File: config.mk
export PLATFORM = sky130hd
export DESIGN_NAME = mem_port_arbiter
export DESIGN_NICKNAME = d
export VERILOG_FILES = /design/src/rtl/mem_port_arbiter.sv
export SDC_FILE = /design/constraint.sdc
export NUM_CORES = 1
export LEC_CHECK = 0
export CORE_AREA = 2 2 118 120
export CTS_CLUSTER_DIAMETER = 150
export CTS_CLUSTER_SIZE = 10
export DETAILED_ROUTE_END_ITERATION = 8
export DIE_AREA = 0 0 120 122
export GPL_TIMING_DRIVEN = 0
export MAX_ROUTING_LAYER = met4
export PLACE_DENSITY = 0.8
export REMOVE_ABC_BUFFERS = 1
export SLEW_MARGIN = 20
export SYNTH_ARGS = -nofsm -noshare
export SYNTH_HDL_FRONTEND = slang
export SYNTH_SLANG_ARGS = --single-unit
File: constraint.sdc
create_clock -name clk -period 2.7 [get_ports clk]
set_input_delay 0.27 -clock clk [delete_from_list [all_inputs] [get_ports clk]]
set_output_delay 0.27 -clock clk [all_outputs]
set_load 0.005 [all_outputs]
File: src/rtl/mem_port_arbiter.sv
// Arbitrates one fetch port and one load/store port onto a single memory bus.
// Data requests win, except after STARVE_MAX back-to-back data grants made while a fetch was waiting.
module mem_port_arbiter #(
  parameter int ADDR_W     = 32,
  parameter int DATA_W     = 32,
  parameter int STARVE_MAX = 4
) (
  input  logic              clk,
  input  logic              rst_n,
  input  logic              i_if_req,
  input  logic [ADDR_W-1:0] i_if_addr,
  input  logic              i_if_flush,
  output logic              o_if_gnt,
  output logic              o_if_rvalid,
  output logic [DATA_W-1:0] o_if_rdata,
  input  logic              i_mem_req,
  input  logic [3:0]        i_mem_we,
  input  logic [ADDR_W-1:0] i_mem_addr,
  input  logic [DATA_W-1:0] i_mem_wdata,
  output logic              o_mem_gnt,
  output logic              o_mem_rvalid,
  output logic [DATA_W-1:0] o_mem_rdata,
  output logic              o_bus_req,
  output logic [3:0]        o_bus_we,
  output logic [ADDR_W-1:0] o_bus_addr,
  output logic [DATA_W-1:0] o_bus_wdata,
  input  logic              i_bus_ack,
  input  logic [DATA_W-1:0] i_bus_rdata
);

  localparam int SW = $clog2(STARVE_MAX + 1);

  typedef enum logic [1:0] {IDLE, BUSY, RESP} state_t;

  state_t            r_state, w_nxt;
  logic              r_owner_if;
  logic              r_kill;
  logic [3:0]        r_we;
  logic [ADDR_W-1:0] r_addr;
  logic [DATA_W-1:0] r_wdata;
  logic [DATA_W-1:0] r_rdata;
  logic [SW-1:0]     r_starve;
  logic              w_pick_if;
  logic              w_if_gnt;
  logic              w_mem_gnt;

  // Grants are combinational, so they are gated with rst_n to stay low during reset.
  always_comb begin
    w_nxt     = r_state;
    w_pick_if = i_if_req && (!i_mem_req || (r_starve == SW'(STARVE_MAX)));
    w_if_gnt  = 1'b0;
    w_mem_gnt = 1'b0;
    case (r_state)
      IDLE: begin
        w_if_gnt  = rst_n && w_pick_if;
        w_mem_gnt = rst_n && i_mem_req && !w_pick_if;
        if (i_if_req || i_mem_req) w_nxt = BUSY;
      end
      BUSY:    if (i_bus_ack) w_nxt = RESP;
      RESP:    w_nxt = IDLE;
      default: w_nxt = IDLE;
    endcase
  end

  always_ff @(posedge clk or negedge rst_n) begin
    if (!rst_n) begin
      r_state    <= IDLE;
      r_owner_if <= 1'b0;
      r_kill     <= 1'b0;
      r_we       <= '0;
      r_addr     <= '0;
      r_wdata    <= '0;
      r_rdata    <= '0;
      r_starve   <= '0;
    end else begin
      r_state <= w_nxt;
      case (r_state)
        IDLE: begin
          if (w_if_gnt) begin
            r_owner_if <= 1'b1;
            r_we       <= '0;
            r_addr     <= i_if_addr;
            r_wdata    <= '0;
            r_kill     <= i_if_flush;
            r_starve   <= '0;
          end else if (w_mem_gnt) begin
            r_owner_if <= 1'b0;
            r_we       <= i_mem_we;
            r_addr     <= i_mem_addr;
            r_wdata    <= i_mem_wdata;
            r_kill     <= 1'b0;
            if (!i_if_req)                         r_starve <= '0;
            else if (r_starve != SW'(STARVE_MAX)) r_starve <= r_starve + SW'(1);
          end
        end
        BUSY: begin
          if (r_owner_if && i_if_flush) r_kill <= 1'b1;
          // Stores complete with zero data rather than whatever the bus returns.
          if (i_bus_ack) r_rdata <= (|r_we) ? '0 : i_bus_rdata;
        end
        RESP:    r_kill <= 1'b0;
        default: ;
      endcase
    end
  end

  assign o_if_gnt     = w_if_gnt;
  assign o_mem_gnt    = w_mem_gnt;
  assign o_bus_req    = (r_state == BUSY);
  assign o_bus_we     = o_bus_req ? r_we    : '0;
  assign o_bus_addr   = o_bus_req ? r_addr  : '0;
  assign o_bus_wdata  = o_bus_req ? r_wdata : '0;
  assign o_if_rvalid  = (r_state == RESP) && r_owner_if && !r_kill;
  assign o_mem_rvalid = (r_state == RESP) && !r_owner_if;
  assign o_if_rdata   = o_if_rvalid  ? r_rdata : '0;
  assign o_mem_rdata  = o_mem_rvalid ? r_rdata : '0;

endmodule

Yosys cells after proc, flatten, opt, wreduce, memory -nomap -nowiden:

Cells that the tools add are included.

* input bits: 138
* word-level logic and storage cells: 67
* output and inout bits: 137
* flip-flop bits (word level): 107

* add/subtract/negate cells: 1
* muxes and demuxes: 26
* eq/ne operators: 9
* reduce and logical (&&, ||, !) cells: 23

Operators with widths (number)
* two-way mux 32 bit: 9
* two-way mux 3 bit: 4
* two-way mux 4 bit: 3
* logical AND 1 bit: 8
* two-way mux 1 bit: 6
* != test 3 bit (second input constant): 2
* AND reduction 2 bit: 3
* AND reduction 3 bit: 2
* logical NOT 1 bit: 4
* two-way mux 2 bit: 2
* != test 2 x 1 -> 1 bit (second input constant): 2
* case mux 2 bit (2 select lines): 1
* OR reduction 4 bit: 1
* adder 3 x 1 -> 3 bit (second input constant): 1
* == test 3 bit (second input constant): 1
* != test 3 x 1 -> 1 bit (second input constant): 1
* case mux 1 bit (3 select lines): 1
* nonzero test 3 bit: 1
* == test 2 x 1 -> 1 bit (second input constant): 1
* == test 2 bit (second input constant): 1
* logical NOT 2 bit: 1
* logical OR 1 bit: 2
* != test 2 bit (second input constant): 1
* nonzero test 2 bit: 1

Depth between registers and ports, before layout:

Gate-level depths: netlist of run 1.

* depth in word-level cells: 9
* mapped depth: 9
* depth with buffers taken out: 5

Worst setup path after synthesis of run 1:

Ideal clock, no wire load.

* path type: register to register
* start point: reg r_state[0]
* end point: reg r_addr[27]
* data arrival time: 1511 ps
* period minus slack after synthesis: 1637 ps
* setup slack: 1063 ps
* stages on the path, launching flop included: 9
* required time: 2574 ps
* buffers on the path: 3
* library setup time: 126 ps
* cell sequence: dfrtp_1 -> inv_1 -> ha_1 -> buf_4 -> o211ai_2 -> buf_4 -> buf_4 -> and2_1 -> a221o_1

* cells in the longest elaborated chain, start to end: 4

Ends and longest elaborated chain
* from (decl): line 35 `state_t r_state, w_nxt;`
* from (signal assigned): line 76 `r_state <= w_nxt;`
* logical NOT 2 bit (*): line 53, 77
* two-way mux 1 bit: line 53 `case (r_state)`
* nonzero test 2 bit (no source line)
* AND reduction 2 bit (no source line)
* to (signal assigned): line 82 `r_addr <= i_if_addr;`
* to (signal assigned): line 89 `r_addr <= i_mem_addr;`
* to (decl): line 39 `logic [ADDR_W-1:0] r_addr;`

Every way passes the cells marked *; elsewhere a longest branch is shown, timed or not.
A chain may end at the register's enable or synchronous reset.

Final worst setup path of run 1:

* start point: reg r_state[0]
* end point: out o_mem_rdata[5]

* cells in the longest elaborated chain, start to end: 3

Ends and longest elaborated chain
* == test 2 bit: line 114 `assign o_mem_rvalid = (r_state == RESP) && !r_owner_if;`
* logical AND 1 bit: line 114
* two-way mux 32 bit: line 116 `assign o_mem_rdata = o_mem_rvalid ? r_rdata : '0;`
* to (decl): line 22 `output logic [DATA_W-1:0] o_mem_rdata,`

Every way passes these cells.

==> qor.csv, run 1 <==
stage;metric;value;unit
grt;global route total overflow;0;
synth;post-synthesis simple-gate area fraction;21.9;%
placement;Final Wtd Congestion;0.859;
clock_tree;worst-skew pair later-pin latency;0.34;ns
synth;Mapped Cells;460;
synth;Yosys top cell area share;51.1;%
placement;I/O Buffers;274;
synth;share of flip-flops with an asynchronous set or reset;100;%
synth;top_reg_cell synth;dfrtp_1;
grt;initial antenna violation count;0;
finish;share of cells above drive strength 1;5.79;%
synth;Synth Area in Compound Gates;20.4;%
synth;adder-cell share of the synthesized area;1.43;%
drt;vias post-DR;4695;
finish;Final nets;864;
drt;DRC;0;
placement;dpl ws;-0.340;ns
timing;RSZ-0062 raised after global routing;no;
synth;synth warn;0;
timing;final worst slack;0.110;ns
finish;Inserted Diodes;0;
synth;Mean Syn Cell Area;11.4;sq um
pwr;PwrDens;856;nW/um^2
floorplanning;Die Wd;120;um
worst_setup_path;CP Launch Point;r_state[0];
clock_tree;total CTS buffers;9;
timing;Worst slew margin;40.1;%
synth;Post-synth top cells;and2_1 (162), dfrtp_1 (107), a22o_1 (68), a221o_1 (30), clkbuf_1 (17);
clock_tree;Max Buffers Root-to-Sink;2;
drt;detailed-route vias per instance;5.19;
worst_setup_path;CP endpoint kind;output pin;
timing;Fmax;0.386;GHz
clock_tree;CTS tree;built;
timing;Final Max Tran Viols;0;
synth;Yosys cell types;37;
grt;largest net degree at the start of global routing;70;
timing;Final Hold Vio Count;0;
synth;most numerous cell in the Yosys netlist;and2_1;
worst_hold_path;hold crit path type;primary input to async pin;
floorplanning;CORE AREA;13500;sq um
worst_setup_path;Worst path slowest cell;clkdlybuf4s50_1;
drt;DR WL/cell;18.6;um
worst_setup_path;Largest delay share family, worst path;buffers and inverters;
synth;dominant cells by area after synthesis;dfrtp_1 (51%), and2_1 (19%), a22o_1 (11%), a221o_1 (5.7%), ha_1 (1.4%);
worst_setup_path;crit path DAT;2.32;ns
drt;Routed WL;16.8;mm
synth;leading area contributor after synthesis;dfrtp_1;
pwr;Final Power;7.37;mW
drt;drt initial violations;272;
floorplanning;Top Ports;275;
floorplanning;Initial Util;38.8;%
clock_tree;Root Buffer;clkbuf_16;
timing;Least-Margin Pin Slew;0.897;ns
synth;Seq/Total Area, Yosys;51.1;%
synth;number of synthesized register bits;107;
synth;Post-Synth XOR/XNOR Area;0;%
synth;main combinational cell family by area after synthesis;simple AND/OR/NAND/NOR gates;
grt;overall routing resource usage;22.7;%
drt;DRT antenna net count;0;
clock_tree;H-tree depth;3;
pwr;Lkg Pwr;3.68;nW
drt;DR pass1 iterations;5;
synth;post-synthesis mux area share;0.215;%
synth;Synth Cell Area;5240;sq um
timing;Final Cycle Share;95.9;%
grt;global-route wire length before repair;25.3;mm
worst_setup_path;RR Startpoint;r_state[1];
floorplanning;Std-Cell Rows;43;
timing;# setup viols final;0;
worst_setup_path;WS Path Type;flop to output pin;
floorplanning;Die Area;14600;sq um
timing;Tmin final;2.59;ns
timing;Post-Route Skew;0.00975;ns
clock_tree;# clock sinks;107;
finish;Synth-to-Final Area Change;64.3;%
status;status;completed;
grt;vias in the first global route;4826;
run;MaxCap Viol Count;0;
finish;number of fillers in the final layout;1024;
floorplanning;Die H;122;um
worst_setup_path;Max FO, Critical Path;25;
placement;placed wire-length estimate;11.7;mm
worst_setup_path;CP max stage delay;0.51;ns
pwr;maximum VDD drop;360;uV
worst_setup_path;data required time of the critical path;2.43;ns
synth;EDFF count, synth;0;
worst_setup_path;Crit path buffers/inverters;3;
clock_tree;Clock transition at path regs;0.07;ns
worst_setup_path;CP cell instances;inv_1 -> ha_1 -> nor2b_4 -> buf_12 -> and2_1 -> clkdlybuf4s50_1;
worst_setup_path;Startpoint Class;flop;
[power breakdown]
group          total, mW  leakage [nW]  internal [mW]  switching (mW)
Sequential          2.72          1.38           2.30           0.419
Clock               1.29         0.137          0.721           0.571
Combinational       3.35          2.16           2.00            1.36
Total               7.37          3.68           5.02            2.35
[per-layer routing]
layer / track usage, % / vias up / routed length, um
met5: - / - / 0
met4: 5.66 / 0 / 110
met3: 5.76 / 18 / 1290
met2: 37.2 / 221 / 8240
met1: 28.3 / 2300 / 7150
li1: - / 2156 / -
[repair_timing]
| item | in CTS | in global routing |
|---|---|---|
| endpoints found under the hold margin | 69 | 0 |
| gates resized for setup | 2 | 6 |
| buffers inserted | 2 | 1 |
| pin swaps | 1 | 2 |
| endpoints found under the setup margin | 35 | 96 |
| gates cloned | 1 | 2 |
| hold buffers | 2 | 0 |
[cells in the final DEF (no fill, tap or decap), types with 4 or more instances in the layout]
cell and instances:
ha_1 4, nand2_1 5, dfrtp_1 107, buf_16 6, a22o_1 68, clkdlybuf4s50_1 273
a221o_1 30, a21oi_1 4, and2_1 162, clkbuf_16 10, inv_1 5
[tightest hold or removal path: stages]
cell	delay, ns
dlygate4sd3_1	0.54
buf_6	0.16
buf_16	0.18
[worst paths after layout]
path	endpoint	slack [ns]	cells past startpoint
setup / recovery	o_mem_rdata[5]	0.11	6
hold / removal	r_rdata[12]	0.49	3
setup reg to reg	r_rdata[20]	0.33	6
hold reg to reg	r_wdata[17]	0.49	1
max in group asynchronous	r_wdata[11]	1.86	3
min in group clk	r_wdata[17]	0.49	1
[sequential cells by signal (all words and copies together) (netlist names)]
signal      count
r_owner_if      1
r_starve        3
r_state         2
r_we            4
r_kill          1
r_rdata        32
r_addr         32
r_wdata        32
[metrics by stage]
| step | hold WS (ns) | TNS, ns | cell area (sq um) | instances | utilization, % |
|---|---|---|---|---|---|
| 2_1_floorplan | -0.0256 | -9.21 | 5000 | 420 | - |
| 3_5_place_dp | 0.324 | -0.566 | 8160 | 881 | 60.4 |
| 5_1_grt | 0.482 | 0 | 8610 | 905 | 63.7 |
| 6_report | 0.485 | 0 | 8610 | 905 | 63.7 |
| 3_3_place_gp | 0.462 | -853.35 | 7970 | 874 | 59.0 |
| 4_1_cts | 0.457 | 0 | 8510 | 902 | 63.0 |
[layout make-up]
cell class | count | area (sq um) | share of cell area, %
Clock inverter | 4 | 51.3 | 0.596
Tap cell | 180 | 225 | 2.62
Sequential cell | 107 | 2680 | 31.1
Inverter | 5 | 18.8 | 0.218
Multi-Input combinational cell | 310 | 2380 | 27.6
Clock buffer | 12 | 236 | 2.75
Timing Repair Buffer | 287 | 3020 | 35.1
[kinds of logic (layout without fill, tap and decap cells)]
kind of cell,count (synthesis),count (layout)
adder cells (fa/ha/maj),6,6
flip-flops,107,107
multiplexers,1,1
buffers and inverters,45,308
AND/OR/NAND/NOR,182,184
AO/OA/AOI/OAI,119,119
(Power assumes the default switching activity.)
==> run 2: changes to the inputs <==
--- a/config.mk
+++ b/config.mk
@@ -18,3 +18,4 @@
 export SYNTH_ARGS = -nofsm -noshare
 export SYNTH_HDL_FRONTEND = slang
 export SYNTH_SLANG_ARGS = --single-unit
+export TNS_END_PERCENT = 30
==> constraint.sdc (replaced) <==
create_clock -name clk -period 3.25 [get_ports clk]
set_input_delay 0.325 -clock clk [delete_from_list [all_inputs] [get_ports clk]]
set_output_delay 0.325 -clock clk [all_outputs]
set_load 0.005 [all_outputs]
==> qor.csv, run 2 (synthesis gave the netlist of run 1 again) <==
stage;metric;value;unit;change
floorplanning;Die Wd;120;um;unchanged
timing;Worst slew margin;39.1;%;-1.1 points
finish;fin cells;898;;-0.77%
clock_tree;Root Buffer;clkbuf_16;;
worst_setup_path;WS Path Type;primary input to output pin;;
status;failing checks;hold timing;;
status;status;complete, but fails checks;;
timing;# setup viols final;0;;unchanged
finish;most frequent cells in the layout;clkdlybuf4s50_1 (273), and2_1 (162), dfrtp_1 (107);;
drt;DRT antenna net count;0;;unchanged
placement;placed wire-length estimate;11.7;mm;unchanged
grt;global route total overflow;0;;unchanged
worst_setup_path;Max FO, Critical Path;70;;+180%
clock_tree;H-tree depth;3;;unchanged
placement;placed insts;881;;unchanged
grt;largest net degree at the start of global routing;71;;+1.4%
timing;Fmax;0.336;GHz;
floorplanning;Top Ports;275;;unchanged
placement;I/O Buffers;274;;unchanged
worst_setup_path;CP Launch Point;rst_n;;
finish;Regs by FF count;r_addr (32), r_rdata (32), r_wdata (32);;
drt;vias post-DR;4615;;-1.7%
finish;most common cell after layout, fill and taps aside;clkdlybuf4s50_1;;
floorplanning;Die Area;14600;sq um;unchanged
clock_tree;total CTS buffers;9;;unchanged
timing;Final Max Tran Viols;0;;unchanged
finish;Synth-to-Final Area Change;61.4;%;
clock_tree;worst-skew pair later-pin latency;0.34;ns;about the same
floorplanning;Die H;122;um;unchanged
worst_setup_path;RR Startpoint;r_state[1];;
clock_tree;CTS tree;built;;
pwr;Lkg Pwr;3.62;nW;-1.5%
finish;final instance area;8460;sq um;-1.7%
worst_setup_path;CP endpoint kind;output pin;;
finish;share of cells above drive strength 1;4.87;%;-0.92 points
floorplanning;CORE AREA;13500;sq um;unchanged
clock_tree;# Post-CTS Setup Buffers;0;;-2
pwr;maximum VDD drop;299;uV;-17%
worst_setup_path;crit path DAT;2.65;ns;+0.33 ns
clock_tree;Max Buffers Root-to-Sink;2;;unchanged
drt;Routed WL;16.1;mm;-3.9%
timing;Tmin final;2.97;ns;
floorplanning;Initial Util;38.8;%;unchanged
grt;global-route wire length before repair;24.8;mm;-2.0%
timing;Hold Worst Slack;-0.0146;ns;-0.500 ns
finish;Inserted Diodes;0;;unchanged
clock_tree;# clock sinks;107;;unchanged
placement;Post-DP Area;8160;sq um;unchanged
timing;RSZ-0062 raised after global routing;no;;
worst_setup_path;data required time of the critical path;2.92;ns;+0.49 ns
clock_tree;Clock transition at path regs;0.07;ns;about the same
drt;DRC;0;;unchanged
timing;Final Hold Vio Count;14;;+14
finish;Final nets;857;;-0.81%
floorplanning;Std-Cell Rows;43;;unchanged
drt;DR WL/cell;18.0;um;-3.1%
timing;Least-Margin Pin Slew;0.913;ns;+0.0159 ns
pwr;PwrDens;710;nW/um^2;-17%
worst_setup_path;Startpoint Class;primary input;;
finish;Layout Utilization;62.6;%;-1.1 points
drt;drt initial violations;252;;-7.4%
grt;initial antenna violation count;0;;unchanged
grt;vias in the first global route;4788;;-0.79%
worst_hold_path;hold crit path type;primary input to async pin;;
drt;detailed-route vias per instance;5.14;;-0.94%
placement;Final Wtd Congestion;0.859;;unchanged
grt;overall routing resource usage;22.1;%;-0.66 points
timing;Final Cycle Share;91.5;%;
run;MaxCap Viol Count;0;;unchanged
drt;DR pass1 iterations;5;;unchanged
timing;Post-Route Skew;0.00996;ns;+0.000204 ns
run 2: timing repair:
item / in CTS / in global routing
endpoints found under the setup margin: 0 / 2
hold buffers: 0 / 0
gates resized for setup: 0 / 1
run 2: final timing paths:
kind,endpoint,slack [ns],cells past startpoint
worst min register to register,r_wdata[17],0.49,1
worst max register to register,r_rdata[20],0.63,6
worst max-delay path,o_mem_gnt,0.28,6
min in group clk,r_wdata[17],0.49,1
worst min-delay path,r_addr[21],-0.01,1
max in group asynchronous,r_rdata[7],2.59,2
run 2: where the power goes:
group | switching [mW] | internal [mW]
combinational | 1.08 | 1.60
clock | 0.466 | 0.599
sequential | 0.344 | 1.92
total | 1.89 | 4.11
run 2: metrics by stage:
step	worst slack, ns	power (mW)	setup TNS [ns]
after CTS	0.0576	6.06	0
after detailed placement	0.100	4.94	0
after global placement	-5.93	4.73	-698.36
final	0.278	6.00	0
after floorplan	0.407	3.49	0
after global routing	0.0401	6.40	0
run 2: worst max-delay path, stage by stage:
cell             delay (ns)
buf_6                  0.48
buf_12                 0.32
nand3_1                0.17
a31oi_4                0.54
buf_16                 0.24
clkdlybuf4s50_1        0.52
run 2: layer usage:
metal | part of all wire (%) | GRT usage (%) | vias to the layer above
met5 | 0 | - | -
met4 | 0.25 | 5.51 | 0
met3 | 6.9 | 5.48 | 4
met2 | 49 | 36.6 | 211
met1 | 43 | 27.1 | 2268
li1 | - | - | 2132
run 2: cell type report:
type                            instances  area, sq um
Clock buffer                           12          236
Clock inverter                          4         51.3
Fill cell                            1052         5050
Inverter                                5         18.8
Multi-Input combinational cell        309         2340
Sequential cell                       107         2680
Tap cell                              180          225
Timing Repair Buffer                  281         2910
